<file path="config.mk">
export PLATFORM = sky130hd
export DESIGN_NAME = ram32x4_port_ctrl
export DESIGN_NICKNAME = d
export VERILOG_FILES = /design/src/rtl/ram32x4_port_ctrl.sv
export SDC_FILE = /design/constraint.sdc
export NUM_CORES = 1
export LEC_CHECK = 0
export CELL_PAD_IN_SITES_DETAIL_PLACEMENT = 0
export CELL_PAD_IN_SITES_GLOBAL_PLACEMENT = 1
export CORE_UTILIZATION = 30
export DETAILED_ROUTE_END_ITERATION = 12
export GPL_TIMING_DRIVEN = 0
export PLACE_DENSITY_LB_ADDON = 0.1
export SLEW_MARGIN = 20
export SYNTH_ARGS = -nofsm -noshare
export SYNTH_HDL_FRONTEND = slang
export SYNTH_SLANG_ARGS = --single-unit
</file>
<file path="constraint.sdc">
create_clock -name clock -period 5.65 [get_ports clock]
set_clock_uncertainty 0.15 [all_clocks]
set_input_delay 1.13 -clock clock [delete_from_list [all_inputs] [get_ports clock]]
set_output_delay 1.13 -clock clock [all_outputs]
set_load 0.1 [all_outputs]
</file>
<file path="src/rtl/ram32x4_port_ctrl.sv">
// ram32x4_port_ctrl: round-robin two-requester write arbiter and read-address sweeper for ram32x4.
// Optional CLEAR_ON_RESET_EN: zero-fill the whole RAM after reset before accepting requests.
module ram32x4_port_ctrl #(
  parameter int ADDR_W = 5,
  parameter int DATA_W = 4,
  parameter int DIV    = 50_000_000
) (
  input  logic              clock,
  input  logic              reset,
  input  logic              req0,
  input  logic [ADDR_W-1:0] addr0,
  input  logic [DATA_W-1:0] data0,
  output logic              ack0,
  input  logic              req1,
  input  logic [ADDR_W-1:0] addr1,
  input  logic [DATA_W-1:0] data1,
  output logic              ack1,
  input  logic              scan_hold,
  output logic              wren,
  output logic [ADDR_W-1:0] wraddress,
  output logic [DATA_W-1:0] data,
  output logic [ADDR_W-1:0] rdaddress,
  output logic              rd_strobe,
  output logic              busy
);
`ifdef CLEAR_ON_RESET_EN
  localparam bit CLR_EN = 1'b1;
`else
  localparam bit CLR_EN = 1'b0;
`endif
  localparam int TW = $clog2(DIV);
  typedef enum logic {CLEAR, ARB} state_t;
  state_t            state_q;
  logic [ADDR_W-1:0] clr_q, wraddress_q, rdaddress_q;
  logic [DATA_W-1:0] data_q;
  logic [TW-1:0]     tick_q;
  logic              wren_q, ack0_q, ack1_q, last_grant_q, step_q, rd_strobe_q, busy_q;
  logic              e0, e1, g0, g1, tick_end;
  // a requester whose ack is still high is ignored so a late req drop cannot double-write
  assign e0 = req0 & ~ack0_q;
  assign e1 = req1 & ~ack1_q;
  assign g0 = e0 & (~e1 | last_grant_q);
  assign g1 = e1 & ~g0;
  assign tick_end = tick_q == TW'(DIV - 1);
  always_ff @(posedge clock or negedge reset) begin
    if (!reset) begin
      state_q      <= CLR_EN ? CLEAR : ARB;
      busy_q       <= CLR_EN;
      clr_q        <= '0;
      wren_q       <= 1'b0;
      wraddress_q  <= '0;
      data_q       <= '0;
      ack0_q       <= 1'b0;
      ack1_q       <= 1'b0;
      last_grant_q <= 1'b1;
      tick_q       <= '0;
      rdaddress_q  <= '0;
      step_q       <= 1'b0;
      rd_strobe_q  <= 1'b0;
    end else begin
      step_q      <= ~scan_hold & tick_end;
      rd_strobe_q <= step_q;
      if (!scan_hold) begin
        tick_q <= tick_end ? '0 : tick_q + 1'b1;
        if (tick_end) rdaddress_q <= rdaddress_q + 1'b1;
      end
      busy_q <= CLR_EN && state_q == CLEAR;
      if (state_q == CLEAR) begin
        wren_q      <= 1'b1;
        wraddress_q <= clr_q;
        data_q      <= '0;
        ack0_q      <= 1'b0;
        ack1_q      <= 1'b0;
        clr_q       <= clr_q + 1'b1;
        if (&clr_q) state_q <= ARB;
      end else begin
        wren_q <= g0 | g1;
        ack0_q <= g0;
        ack1_q <= g1;
        if (g0 | g1) begin
          wraddress_q  <= g0 ? addr0 : addr1;
          data_q       <= g0 ? data0 : data1;
          last_grant_q <= g1;
        end
      end
    end
  end
  assign wren      = wren_q;
  assign wraddress = wraddress_q;
  assign data      = data_q;
  assign ack0      = ack0_q;
  assign ack1      = ack1_q;
  assign rdaddress = rdaddress_q;
  assign rd_strobe = rd_strobe_q;
  assign busy      = busy_q;
endmodule

</file>
* Word level (Yosys, flattened, before mapping) *
Cells that the tools add are included.

storage, ports and cells
  register bits after elaboration = 52
  input bits = 23
  output and inout port bits = 19
  word-level logic and storage cells = 44

cells by class
  add/sub/neg operators = 3
  eq/ne operators = 2
  muxes and demuxes = 12
  bitwise gates (word level) = 12
  reduce and logical (&&, ||, !) cells = 3

operators with widths
  kind                                                              number
  26-bit by 1-bit adder with 26-bit output (second input constant)  1
  26-bit equality test (second input constant)                      1
  26-bit two-way mux                                                1
  5-bit two-way mux                                                 3
  4-bit two-way mux                                                 3
  5-bit by 1-bit adder with 5-bit output (second input constant)    2
  1-bit AND                                                         5
  1-bit two-way mux                                                 5
  1-bit inverter                                                    5
  5-bit AND reduction                                               1
  2-bit AND reduction                                               2
  2-bit by 1-bit != test with 1-bit output (second input constant)  1
  1-bit OR                                                          2

* Depth between registers and ports, before layout *
Gate-level depths: netlist (run 1).

  word-level depth = 10
  mapped depth = 8
  gate-level depth less buffers = 5

* Worst setup path before layout (run 1) *
OpenSTA, ideal clock, no wires.

  path kind = in2reg
  start point = input port scan_hold
  end point = register tick_q[20]
  library setup time = 78 ps
  arrival = 2730 ps
  required time = 5422 ps
  path slack = 2692 ps
  stages = 7
  buffers on the path = 3
  cells stage by stage = buf_6 -> nand2b_4 -> buf_6 -> or4_1 -> buf_2 -> or4_1 -> a21oi_1

RTL lines
  item                  line  RTL
  from (decl)           18    input logic scan_hold,
  to (signal assigned)  64    tick_q <= tick_end ? '0 : tick_q + 1'b1;
  to (decl)             36    logic [TW-1:0] tick_q;

* Final worst setup path (run 1) *
  start point = register rdaddress_q[0] (netlist: rdaddress[0])
  end point = output port rdaddress[0]

RTL lines
  item                    line  RTL
  from (decl)             34    logic [ADDR_W-1:0] clr_q, wraddress_q, rdaddress_q;
  from (signal assigned)  65    if (tick_end) rdaddress_q <= rdaddress_q + 1'b1;
  to (decl)               22    output logic [ADDR_W-1:0] rdaddress,

No word-level cell between the ends.

==> results of run 1 <==
==> cells in the mapped netlist, types with 2 or more instances <==
cell,n
a21oi_1,13
and2_1,2
and3_1,4
and4_1,3
buf_6,2
clkbuf_1,7
dfrtp_1,50
dfstp_2,2
ha_1,5
inv_1,11
mux2_2,3
mux2i_1,9
nand2_1,18
nand2b_1,8
nand3_1,10
nand4_1,7
nand4b_1,2
nor2_1,10
nor2b_1,2
nor3_1,6
nor4_1,7
nor4bb_1,2
o21ai_0,6
o221ai_1,5
o2bb2ai_1,4
o31ai_1,9
or2_2,3
or3_1,4
or4_1,10
xnor2_1,6
xor2_1,11
==> final cells by class <==
| cell class | count | area (um^2) |
|---|---|---|
| Clock buffer | 6 | 72.6 |
| Sequential cell | 52 | 1300 |
| Clock inverter | 2 | 38.8 |
| Fill cell | 881 | 5090 |
| Tap cell | 105 | 131 |
| Timing Repair Buffer | 39 | 388 |
| Buffer | 11 | 61.3 |
| Multi-Input combinational cell | 179 | 1210 |
| Inverter | 11 | 41.3 |
==> metrics by stage <==
step                worst slack [ns]  area [um^2]  std cells
finish                          2.48         3250        405
global route                    2.39         3250        405
CTS                             2.46         3250        405
detailed placement              2.17         3130        397
global placement                1.54         3140        397
floorplan                       2.69         2620        253
==> path summary, 6_finish.rpt <==
path                       cells past startpoint  slack, ns            to         start
max                                            1       2.48  rdaddress[0]  rdaddress[0]
min                                            0       0.21     rd_strobe        step_q
max reg2reg                                    6       3.14    tick_q[17]     tick_q[2]
min reg2reg                                    0       0.21     rd_strobe        step_q
max in group asynchronous                      1       4.20     tick_q[2]         reset
min in group asynchronous                      1       0.69  wraddress[1]         reset
==> state kept, by name, indices dropped and copies added, names as in the netlist <==
signal and count:
state_q 1, rdaddress 5, wren 1, last_grant_q 1, step_q 1, ack0 1, rd_strobe 1, data 4
tick_q 26, ack1 1, clr_q 5, wraddress 5
==> metal layers <==
layer / vias up / wire, um
li1: 1007 / -
met1: 929 / 2770
met2: 46 / 2520
met3: 5 / 298
met4: 0 / 62
met5: - / 0
==> power groups by stage <==
stage	registers, W	logic, W	clock network [W]
finish	0.000455	0.000288	0.000263
global route	0.000463	0.000313	0.000289
CTS	0.000456	0.000293	0.000275
detailed placement	0.000463	0.000294	0
global placement	0.000462	0.000292	0
floorplan	0.000561	0.000107	0
==> kinds of logic after synthesis <==
family	after synthesis	share of synthesized area
multiplexers	12	0.0474
adder cells (fa/ha/maj)	5	0.0239
AND/OR/NAND/NOR	103	0.230
other	1	0.00143
XOR/XNOR	17	0.0569
flip-flops	52	0.499
AO/OA/AOI/OAI	41	0.103
buffers and inverters	22	0.0392
==> flow_summary.ini, run 1 <==
[drt]
drt_iter0_markers = 60
drt_wl_total_mm = 5.65
viasPerCell = 4.91
ant_nets = 0
first_pass_iters = 4
wire_per_inst_um = 14.0
drc = 0
vias = 1987

[sta]
period_share = 0.561
setup_tns_ns = 0
fin_hold_ws_ns = 0.206
setup_viol = 0
fmax_mhz = 316
worstMarginPinSlew_ns = 0.964
maxSlewHeadroom = 0.356
hold_viol = 0
slew_violations = 0
min_period_ns = 3.17
rsz0062_at_grt = no

[layout]
layout_common_cells = dfrtp_1, clkdlybuf4s50_1, nand2_1
finish.utilization = 0.389
final_common_cell = dfrtp_1
antenna-diode-count = 0
area_growth_pct = 24.1
drive_above_1_share = 0.0733
layout.nets = 327

[floorplan]
dieHeight_um = 95.4
die_x_um = 95.4
die_area_um2 = 9090
io_pins = 42
core_region_area_um2 = 8340
placementRows = 33
initial_utilization = 0.314

[min_path]
hp-class = flip-flop to flip-flop

[grt]
grt_usage = 0.136
busiest_layer = met2
grt_overflow_total = 0
use_met1 = 0.180
antenna_found_initial = 0
grt_pass1_vias = 1914
grt_pass1_wl_mm = 9.40
grt_use_met3 = 0.0295
grt_max_degree = 53
grt_use_met2 = 0.222

[synthesis]
ys_seq_area_frac = 0.499
syn_area_um2 = 2620
async_flop_share = 1.00
synthTopCellsByArea = dfrtp_1, xor2_1, mux2i_1
yosys_register_bits = 52
synth_edf_count = 0
synth_area_leader_cell = dfrtp_1
syn_inst = 253
ys_warn_count = 0
synth.avg_cell_area_um2 = 10.3
synth_top_area_share = 0.478
synth.distinct_cells = 43
synthFlopType = dfrtp_1
syn_nets = 281

[clock_network]
clk_latency_ns = 0.31
root_buffer = clkbuf_8
path_clk_slew_ns = 0.10
clockBufferDepth = 2
htreeDepth = 2
postCtsHoldBufs = 0
cts_tree = done
cts.sinks = 52
numCtsBuffers = 5
cts_resized = 0
postCtsSetupRepairBufs = 0

[power]
clockPowerShare = 0.261
pwr-share-seq = 0.452
p_sw_w = 0.000368
switching_share = 0.366
comb_power_share = 0.286
p_leak_nw = 1.38
peakVddDrop_mv = 0.103
pwr_density_cell_nw_per_um2 = 310
report.power.total_w = 0.00101
p_int_w = 0.000637

[critical_path]
worstPathBufferInverterCount = 1
cp.required_ns = 4.37
arrival_ns = 1.89
setup.worst_path.end_class = primary output
critPathMaxStageDelay_ns = 1.16
worstSetupPathType = flip-flop to primary output
critPathMaxFanout = 4
cp_cell_sequence = clkdlybuf4s50_1
cp_top_family = buffers and inverters
start_kind = flip-flop
slowest_stage = clkdlybuf4s50_1

[flow_run]
cap_violations = 0

[placed_design]
place.gp.congestion = 0.782
io_buffers = 39
hpwl_mm = 4.01

[outcome]
status = finished clean
No activity file was read; power rests on OpenSTA's default activity.
==> inputs of run 2 (changes only) <==
==> constraint.sdc (replaced) <==
create_clock -name clock -period 2.8 [get_ports clock]
set_clock_uncertainty 0.15 [all_clocks]
set_input_delay 0.56 -clock clock [delete_from_list [all_inputs] [get_ports clock]]
set_output_delay 0.56 -clock clock [all_outputs]
set_load 0.1 [all_outputs]
==> results of run 2 <==
Same layout as run 1 (identical final DEF). Status: finished clean.
Main changes from that run: setup slack after placement 2.17 ns -> -0.111 ns; setup slack after layout 2.48 ns -> 0.202 ns; hold slack 0.206 ns -> 0.121 ns; register-to-register setup slack 3.14 ns -> 0.29 ns; total power 0.00101 W -> 0.00203 W; worst IR drop on VDD 0.103 mV -> 0.208 mV
